--- src/rtl/serial_subtractor.sv ---
// Bit-serial ripple-borrow subtractor: diff = a - b - b_in, one bit per clock,
// LSB first, through a single full-subtractor cell and a borrow flip-flop.
module serial_subtractor #(
    parameter int WIDTH = 4
) (
    input  logic             clk,
    input  logic             reset_n,
    input  logic             start,
    input  logic [WIDTH-1:0] a,
    input  logic [WIDTH-1:0] b,
    input  logic             b_in,
    output logic             busy,
    output logic             done,
    output logic [WIDTH-1:0] diff,
    output logic             b_out
);

    localparam int CNT_W = (WIDTH > 2) ? $clog2(WIDTH) : 1;

    localparam logic [1:0] ST_IDLE   = 2'd0;
    localparam logic [1:0] ST_SHIFT  = 2'd1;
    localparam logic [1:0] ST_FINISH = 2'd2;

    logic [1:0]       state_q,  state_d;
    logic [WIDTH-1:0] aSr_q,    aSr_d;
    logic [WIDTH-1:0] bSr_q,    bSr_d;
    logic [WIDTH-1:0] resSr_q,  resSr_d;
    logic             brw_q,    brw_d;
    logic [CNT_W-1:0] cnt_q,    cnt_d;
    logic [WIDTH-1:0] diff_q,   diff_d;
    logic             bOut_q,   bOut_d;
    logic             busy_q,   busy_d;
    logic             done_q,   done_d;

    logic             bitDiff;
    logic             bitBorrow;
    logic [WIDTH-1:0] resShifted;
    logic             lastBit;

    // The single full-subtractor cell working on the current LSBs.
    always_comb begin
        bitDiff    = aSr_q[0] ^ bSr_q[0] ^ brw_q;
        bitBorrow  = (~aSr_q[0] & bSr_q[0]) | (~(aSr_q[0] ^ bSr_q[0]) & brw_q);
        resShifted = {bitDiff, resSr_q[WIDTH-1:1]};
        lastBit    = (cnt_q == CNT_W'(WIDTH - 1));
    end

    always_comb begin
        state_d = state_q;
        aSr_d   = aSr_q;
        bSr_d   = bSr_q;
        resSr_d = resSr_q;
        brw_d   = brw_q;
        cnt_d   = cnt_q;
        diff_d  = diff_q;
        bOut_d  = bOut_q;
        busy_d  = busy_q;
        done_d  = done_q;

        case (state_q)
            ST_IDLE: begin
                done_d = 1'b0;
                if (start) begin
                    aSr_d   = a;
                    bSr_d   = b;
                    brw_d   = b_in;
                    resSr_d = '0;
                    cnt_d   = '0;
                    busy_d  = 1'b1;
                    state_d = ST_SHIFT;
                end
            end

            ST_SHIFT: begin
                aSr_d   = aSr_q >> 1;
                bSr_d   = bSr_q >> 1;
                brw_d   = bitBorrow;
                resSr_d = resShifted;
                cnt_d   = cnt_q + CNT_W'(1);
                // The result registers only move here, so the previous answer
                // stays visible for the whole duration of a new computation.
                if (lastBit) begin
                    diff_d  = resShifted;
                    bOut_d  = bitBorrow;
                    done_d  = 1'b1;
                    busy_d  = 1'b0;
                    cnt_d   = '0;
                    state_d = ST_FINISH;
                end
            end

            ST_FINISH: begin
                done_d  = 1'b0;
                busy_d  = 1'b0;
                state_d = ST_IDLE;
            end

            default: begin
                done_d  = 1'b0;
                busy_d  = 1'b0;
                state_d = ST_IDLE;
            end
        endcase
    end

    always_ff @(posedge clk or negedge reset_n) begin
        if (!reset_n) begin
            state_q <= ST_IDLE;
            aSr_q   <= '0;
            bSr_q   <= '0;
            resSr_q <= '0;
            brw_q   <= 1'b0;
            cnt_q   <= '0;
            diff_q  <= '0;
            bOut_q  <= 1'b0;
            busy_q  <= 1'b0;
            done_q  <= 1'b0;
        end else begin
            state_q <= state_d;
            aSr_q   <= aSr_d;
            bSr_q   <= bSr_d;
            resSr_q <= resSr_d;
            brw_q   <= brw_d;
            cnt_q   <= cnt_d;
            diff_q  <= diff_d;
            bOut_q  <= bOut_d;
            busy_q  <= busy_d;
            done_q  <= done_d;
        end
    end

    assign busy  = busy_q;
    assign done  = done_q;
    assign diff  = diff_q;
    assign b_out = bOut_q;

endmodule

--- config.mk ---
export PLATFORM = sky130hd
export DESIGN_NAME = serial_subtractor
export DESIGN_NICKNAME = d
export VERILOG_FILES = /design/src/rtl/serial_subtractor.sv
export SDC_FILE = /design/constraint.sdc
export NUM_CORES = 1
export LEC_CHECK = 0
export BUFFER_PORTS_ARGS = -buffer_cell sky130_fd_sc_hd__buf_2
export CORE_UTILIZATION = 45
export DETAILED_ROUTE_END_ITERATION = 10
export HOLD_SLACK_MARGIN = 0.08
export PLACE_DENSITY = 0.74
export SYNTH_ARGS = -nofsm -noshare
export SYNTH_HDL_FRONTEND = slang
export SYNTH_SLANG_ARGS = --single-unit
--- constraint.sdc ---
create_clock -name clk -period 1.3 [get_ports clk]
set_input_delay 0.325 -clock clk [delete_from_list [all_inputs] [get_ports clk]]
set_output_delay 0.325 -clock clk [all_outputs]
set_load 0.05 [all_outputs]
==> impl_metrics.ini, run 1 <==
[sta]
drv_slew = 0
finalSetupViolCount = 1
slew_headroom_pct = 67.6
min_period_over_period_pct = 100
final.setup.worst_slack_ns = -0.00583
final.min_clock_period_ns = 1.31
hold_viol = 0
worstMarginPinSlew_ns = 0.486
fmax_mhz = 766
finalClockSkew_ns = 0.00531
rsz0062_at_grt = yes

[route]
ant_nets = 0
drt-initial-drc-count = 10
drc = 0
wire_per_inst_um = 14.6
drt_first_pass_iters = 4
viasPerCell = 5.26
vias = 716
routed_wl_mm = 1.98

[critical_path]
r2r.worst_path.cells = 3
rr_endpoint = diff[3]$_DFFE_PN0P_
startpoint_type = register
arrival_ns = 1.51
end_kind = register
critical_path_class = register to register
worstPathRequired_ns = 1.50
r2r-start = brw_q$_DFFE_PN0P_
rrSetupSlack_ns = -0.006
path_max_fanout = 2

[yosys]
yosysMostFrequentCell = dfrtp_1
ys_warn_count = 0
synth_edf_count = 0
yosysTopAreaCell = dfrtp_1
synth.distinct_cells = 23
seq_area_frac_synth_pct = 55.6
synthTopCellsByArea = dfrtp_1, o22ai_1, mux2_4
synthArstFlopShare_pct = 100
synth-main-ff-cell = dfrtp_1
synth_top_area_share_pct = 55.6
synth_common_cells = dfrtp_1, o22ai_1, inv_1
synth_seq_cells = 22
netlist_area_um2 = 991
synth_nets = 95
syn_inst = 81
synth_area_per_cell_um2 = 12.2

[floorplan]
coreArea_mm2 = 0.00202
dieHeight_um = 48.9
die_x_um = 48.9
io_pins = 19
initial_core_util_pct = 49.0
dieArea_mm2 = 0.00239
row_count = 16

[clock_tree]
clkTransAtPathRegs_ns = 0.12
cts_tree = built
clock-root-buffer = clkbuf_4
htree_levels = 1
cts_buffer_depth = 2
cts_made_buffers = 3
insertion_delay_ns = 0.31
clock_sinks = 22

[finish]
area_growth_pct = 21.8
fin_util_pct = 59.7
nets = 124
num_antenna_cells = 0
drive_gt1_share_pct = 37.6
design_area_mm2 = 0.00121

[global_routing]
grt_util_all_layers_pct = 18.7
gr-total-overflow = 0
grt_max_degree = 23
antenna_found_initial = 0
grt_pass1_wl_mm = 3.47
grt_pass1_vias = 770

[place]
dp_hpwl_mm = 1.39
gp_congestion = 0.779
portBuffers = 18
place_area_mm2 = 0.00113

[job]
drv_cap = 0

[power]
power.density_mw_per_mm2 = 2750
power_leakage_nw = 0.609
vdd_drop_max_mv = 1.30

[hold_path]
min_path_cells = 3
whs_endpoint = aSr_q[3]$_DFFE_PN0P_
hold_path_class = primary input to register
hold_start = a[3]

[outcome]
status = finished, violations left
violations = setup timing
metrics by stage:
step                      instances  setup slack [ns]  hold slack (ns)  power (mW)  setup TNS, ns
after floorplan                  81            0.0211           0.0294        2.43              0
after global placement          128            0.0344            0.311        2.79              0
after detailed placement        128          -0.00773            0.314        2.87       -0.00773
after CTS                       135          -0.00608            0.242        3.31       -0.00608
after global routing            136           -0.0447            0.250        3.54        -0.0447
final                           136          -0.00583            0.244        3.32       -0.00583
worst max-delay path, cell delays in order (launching register included):
cell,delay (ns)
dfrtp_1,0.41
inv_2,0.08
fa_1,0.43
mux2_4,0.28
layout by cell type, fill, tap and decap left out, types with 2 or more instances in the layout:
cell type / n
o21ai_0: 2
o32ai_1: 2
nand2b_1: 3
o31ai_1: 2
buf_4: 9
inv_1: 7
a22o_1: 4
o22ai_1: 10
a21oi_1: 5
nand2_1: 2
a2bb2oi_1: 2
clkbuf_4: 5
nor2_1: 5
mux2_4: 4
buf_2: 15
dfrtp_1: 20
dfrtp_2: 2
power breakdown:
part	leakage [nW]	switching, mW	internal, mW	total, mW
registers	0.269	0.218	1.01	1.22
clock network	0.0210	0.206	0.171	0.377
logic	0.318	0.968	0.755	1.72
total	0.609	1.39	1.93	3.32
repair_timing:
| item | in CTS | in global routing |
|---|---|---|
| pin swaps | 0 | 1 |
| setup endpoints to repair | 2 | 4 |
| hold buffers | 1 | 0 |
| resized for setup | 2 | 3 |
| endpoints found under the hold margin | 22 | 0 |
| buffers inserted | 2 | 1 |
| gates cloned | 0 | 0 |
state kept, by name (all words and copies together), names as in the netlist:
signal and cells:
bSr_q 4, b_out 1, resSr_q 3, brw_q 1, state_q 1, busy 1, done 1, diff 4
cnt_q 2, aSr_q 4
routing by layer:
| layer | vias up | global-route usage [%] | share of wire [%] |
|---|---|---|---|
| met3 | 0 | 1.87 | 2.3 |
| met1 | 348 | 24.3 | 46 |
| met2 | 15 | 32.6 | 51 |
| met4 | 0 | 5.88 | 0 |
| met5 | - | 0 | 0 |
| li1 | 353 | - | - |
kinds of logic (layout without fill, tap and decap cells):
logic type      after synthesis  count (layout)  share of synthesized area (%)
mux                           4               4                           6.06
compound gates               29              29                           21.1
flops                        22              22                           55.6
fa+ha+maj                     2               2                           3.28
simple gates                 13              13                           8.59
buf+inv                      11              39                           5.43
worst max-delay path by stage:
stage	startpoint	cells past startpoint	end
3_3_place_gp	brw_q$_DFFE_PN0P_	3	diff[3]$_DFFE_PN0P_
4_1_cts	aSr_q[0]$_DFFE_PN0P_	2	diff[3]$_DFFE_PN0P_
5_1_grt	brw_q$_DFFE_PN0P_	3	diff[3]$_DFFE_PN0P_
6_report	brw_q$_DFFE_PN0P_	3	diff[3]$_DFFE_PN0P_
3_5_place_dp	brw_q$_DFFE_PN0P_	3	diff[3]$_DFFE_PN0P_
2_1_floorplan	busy$_DFFE_PN0P_	3	diff[0]$_DFFE_PN0P_
final cells by class:
cell class,instances,area [um^2]
Timing Repair Buffer,27,168
Tap cell,27,33.8
Fill cell,180,815
Clock buffer,4,36.3
Inverter,8,30.0
Sequential cell,22,553
Multi-Input combinational cell,48,387
No activity file was read; power rests on OpenSTA's default activity.
==> inputs of run 2 (changes only) <==
--- a/config.mk
+++ b/config.mk
@@ -6,10 +6,11 @@
 export NUM_CORES = 1
 export LEC_CHECK = 0
 export BUFFER_PORTS_ARGS = -buffer_cell sky130_fd_sc_hd__buf_2
-export CORE_UTILIZATION = 45
+export CORE_MARGIN = 2
+export CORE_UTILIZATION = 35
 export DETAILED_ROUTE_END_ITERATION = 10
 export HOLD_SLACK_MARGIN = 0.08
-export PLACE_DENSITY = 0.74
+export PLACE_DENSITY = 0.61
 export SYNTH_ARGS = -nofsm -noshare
 export SYNTH_HDL_FRONTEND = slang
 export SYNTH_SLANG_ARGS = --single-unit
==> impl_metrics.ini, run 2 (synthesis results as in run 1) <==
[sta]
fmax_mhz = 769
fin_setup_tns_ns = 0
slew_headroom_pct = 68.2
rsz0062_at_grt = yes
finalClockSkew_ns = 0.00586
final.min_clock_period_ns = 1.30
final.setup.worst_slack_ns = 0.000217
finalSetupViolCount = 0
min_period_over_period_pct = 100
worstMarginPinSlew_ns = 0.477
drv_slew = 0
hold_viol = 0

[route]
drt_first_pass_iters = 3
drc = 0
wire_per_inst_um = 13.4
drt-initial-drc-count = 16
vias = 716
viasPerCell = 5.15
ant_nets = 0
routed_wl_mm = 1.87

[power]
power.density_mw_per_mm2 = 2700
power_leakage_nw = 0.600
vdd_drop_max_mv = 1.46

[finish]
design_area_mm2 = 0.00120
area_growth_pct = 21.0
final_common_cell = dfrtp_1
nets = 123
num_antenna_cells = 0
fin_util_pct = 43.8
drive_gt1_share_pct = 35.2
layout_common_cells = dfrtp_1, buf_2, o22ai_1
stdcell_count = 139

[critical_path]
slowest_delay_ns = 0.49
path_cells = fa_1, mux2_4
slowest_stage = fa_1
end_kind = register
path_max_fanout = 2
critical_path_class = register to register
arrival_ns = 1.50
worstPathRequired_ns = 1.50
startpoint_type = register

[clock_tree]
clock-root-buffer = clkbuf_4
cts_made_buffers = 3
cts_buffer_depth = 2
htree_levels = 1
insertion_delay_ns = 0.30
clkTransAtPathRegs_ns = 0.12
cts_tree = built
clock_sinks = 22

[global_routing]
gr-usage-met1_pct = 14.5
gr-total-overflow = 0
gr-usage-met2_pct = 21.8
grt-busiest-layer = met2
grt_max_degree = 23
use_met3_pct = 5.22
grt_pass1_wl_mm = 3.13
grt_pass1_vias = 702
antenna_found_initial = 0
grt_util_all_layers_pct = 12.7

[outcome]
status = finished, final reports clean

[floorplan]
die_x_um = 57.2
coreArea_mm2 = 0.00273
dieArea_mm2 = 0.00327
initial_core_util_pct = 36.2
dieHeight_um = 57.2
io_pins = 19
row_count = 19

[place]
portBuffers = 18
place_ws_ns = -0.0122
dp_hpwl_mm = 1.41
place_area_mm2 = 0.00113
gp_congestion = 0.737
dp_cells = 132

[job]
drv_cap = 0

[hold_path]
hold_path_class = primary input to register
==> run 2: report_power, final <==
group / internal [mW] / leakage [nW] / switching (mW) / total [mW]
Combinational: 0.752 / 0.314 / 0.949 / 1.70
Sequential: 1.00 / 0.271 / 0.209 / 1.21
Clock: 0.120 / 0.0150 / 0.198 / 0.318
==> run 2: what timing repair did <==
| action | CTS | global route |
|---|---|---|
| setup endpoints to repair | 2 | 8 |
| pin swaps | 0 | 1 |
| endpoints found under the hold margin | 22 | 0 |
| setup buffers | 1 | 1 |
| resized for setup | 2 | 5 |
| hold buffers | 1 | 0 |
==> run 2: stage by stage <==
| step | hold slack (ns) | power, mW |
|---|---|---|
| after global placement | 0.319 | 2.81 |
| after detailed placement | 0.319 | 2.86 |
| after CTS | 0.237 | 3.22 |
| after global routing | 0.247 | 3.47 |
| final | 0.241 | 3.23 |
| after floorplan | 0.0294 | 2.43 |
==> run 2: layer usage <==
layer	routed length, um	up-vias
li1	-	353
met3	110	2
met2	923	18
met1	818	343
met4	13	0
met5	0	-
==> run 2: worst paths after layout <==
path | start | endpoint | slack, ns | cells after the start
min in group asynchronous | reset_n | bSr_q[1]$_DFFE_PN0P_ | 0.50 | 2
worst max-delay path | aSr_q[0]$_DFFE_PN0P_ | diff[3]$_DFFE_PN0P_ | 0.0002 | 2
max in group asynchronous | reset_n | busy$_DFFE_PN0P_ | 0.46 | 2
worst min-delay path | a[3] | aSr_q[3]$_DFFE_PN0P_ | 0.24 | 3
worst max register to register | aSr_q[0]$_DFFE_PN0P_ | diff[3]$_DFFE_PN0P_ | 0.0002 | 2
worst min register to register | b_out$_DFFE_PN0P_ | b_out$_DFFE_PN0P_ | 0.49 | 2
==> run 2: worst max-delay path: cells and delay by family (launching register included) <==
family	cells	cell delay, ns
adders and majority gates	1	0.49
DFF	1	0.42
muxes	1	0.28
==> run 2: final cells by class <==
class | instances | area (um^2)
fill | 271 | 1540
sequential | 22 | 552
multi-input combinational | 48 | 387
timing repair buffer | 26 | 165
tap | 31 | 38.8
inverter | 8 | 30.0
clock buffer | 4 | 26.3
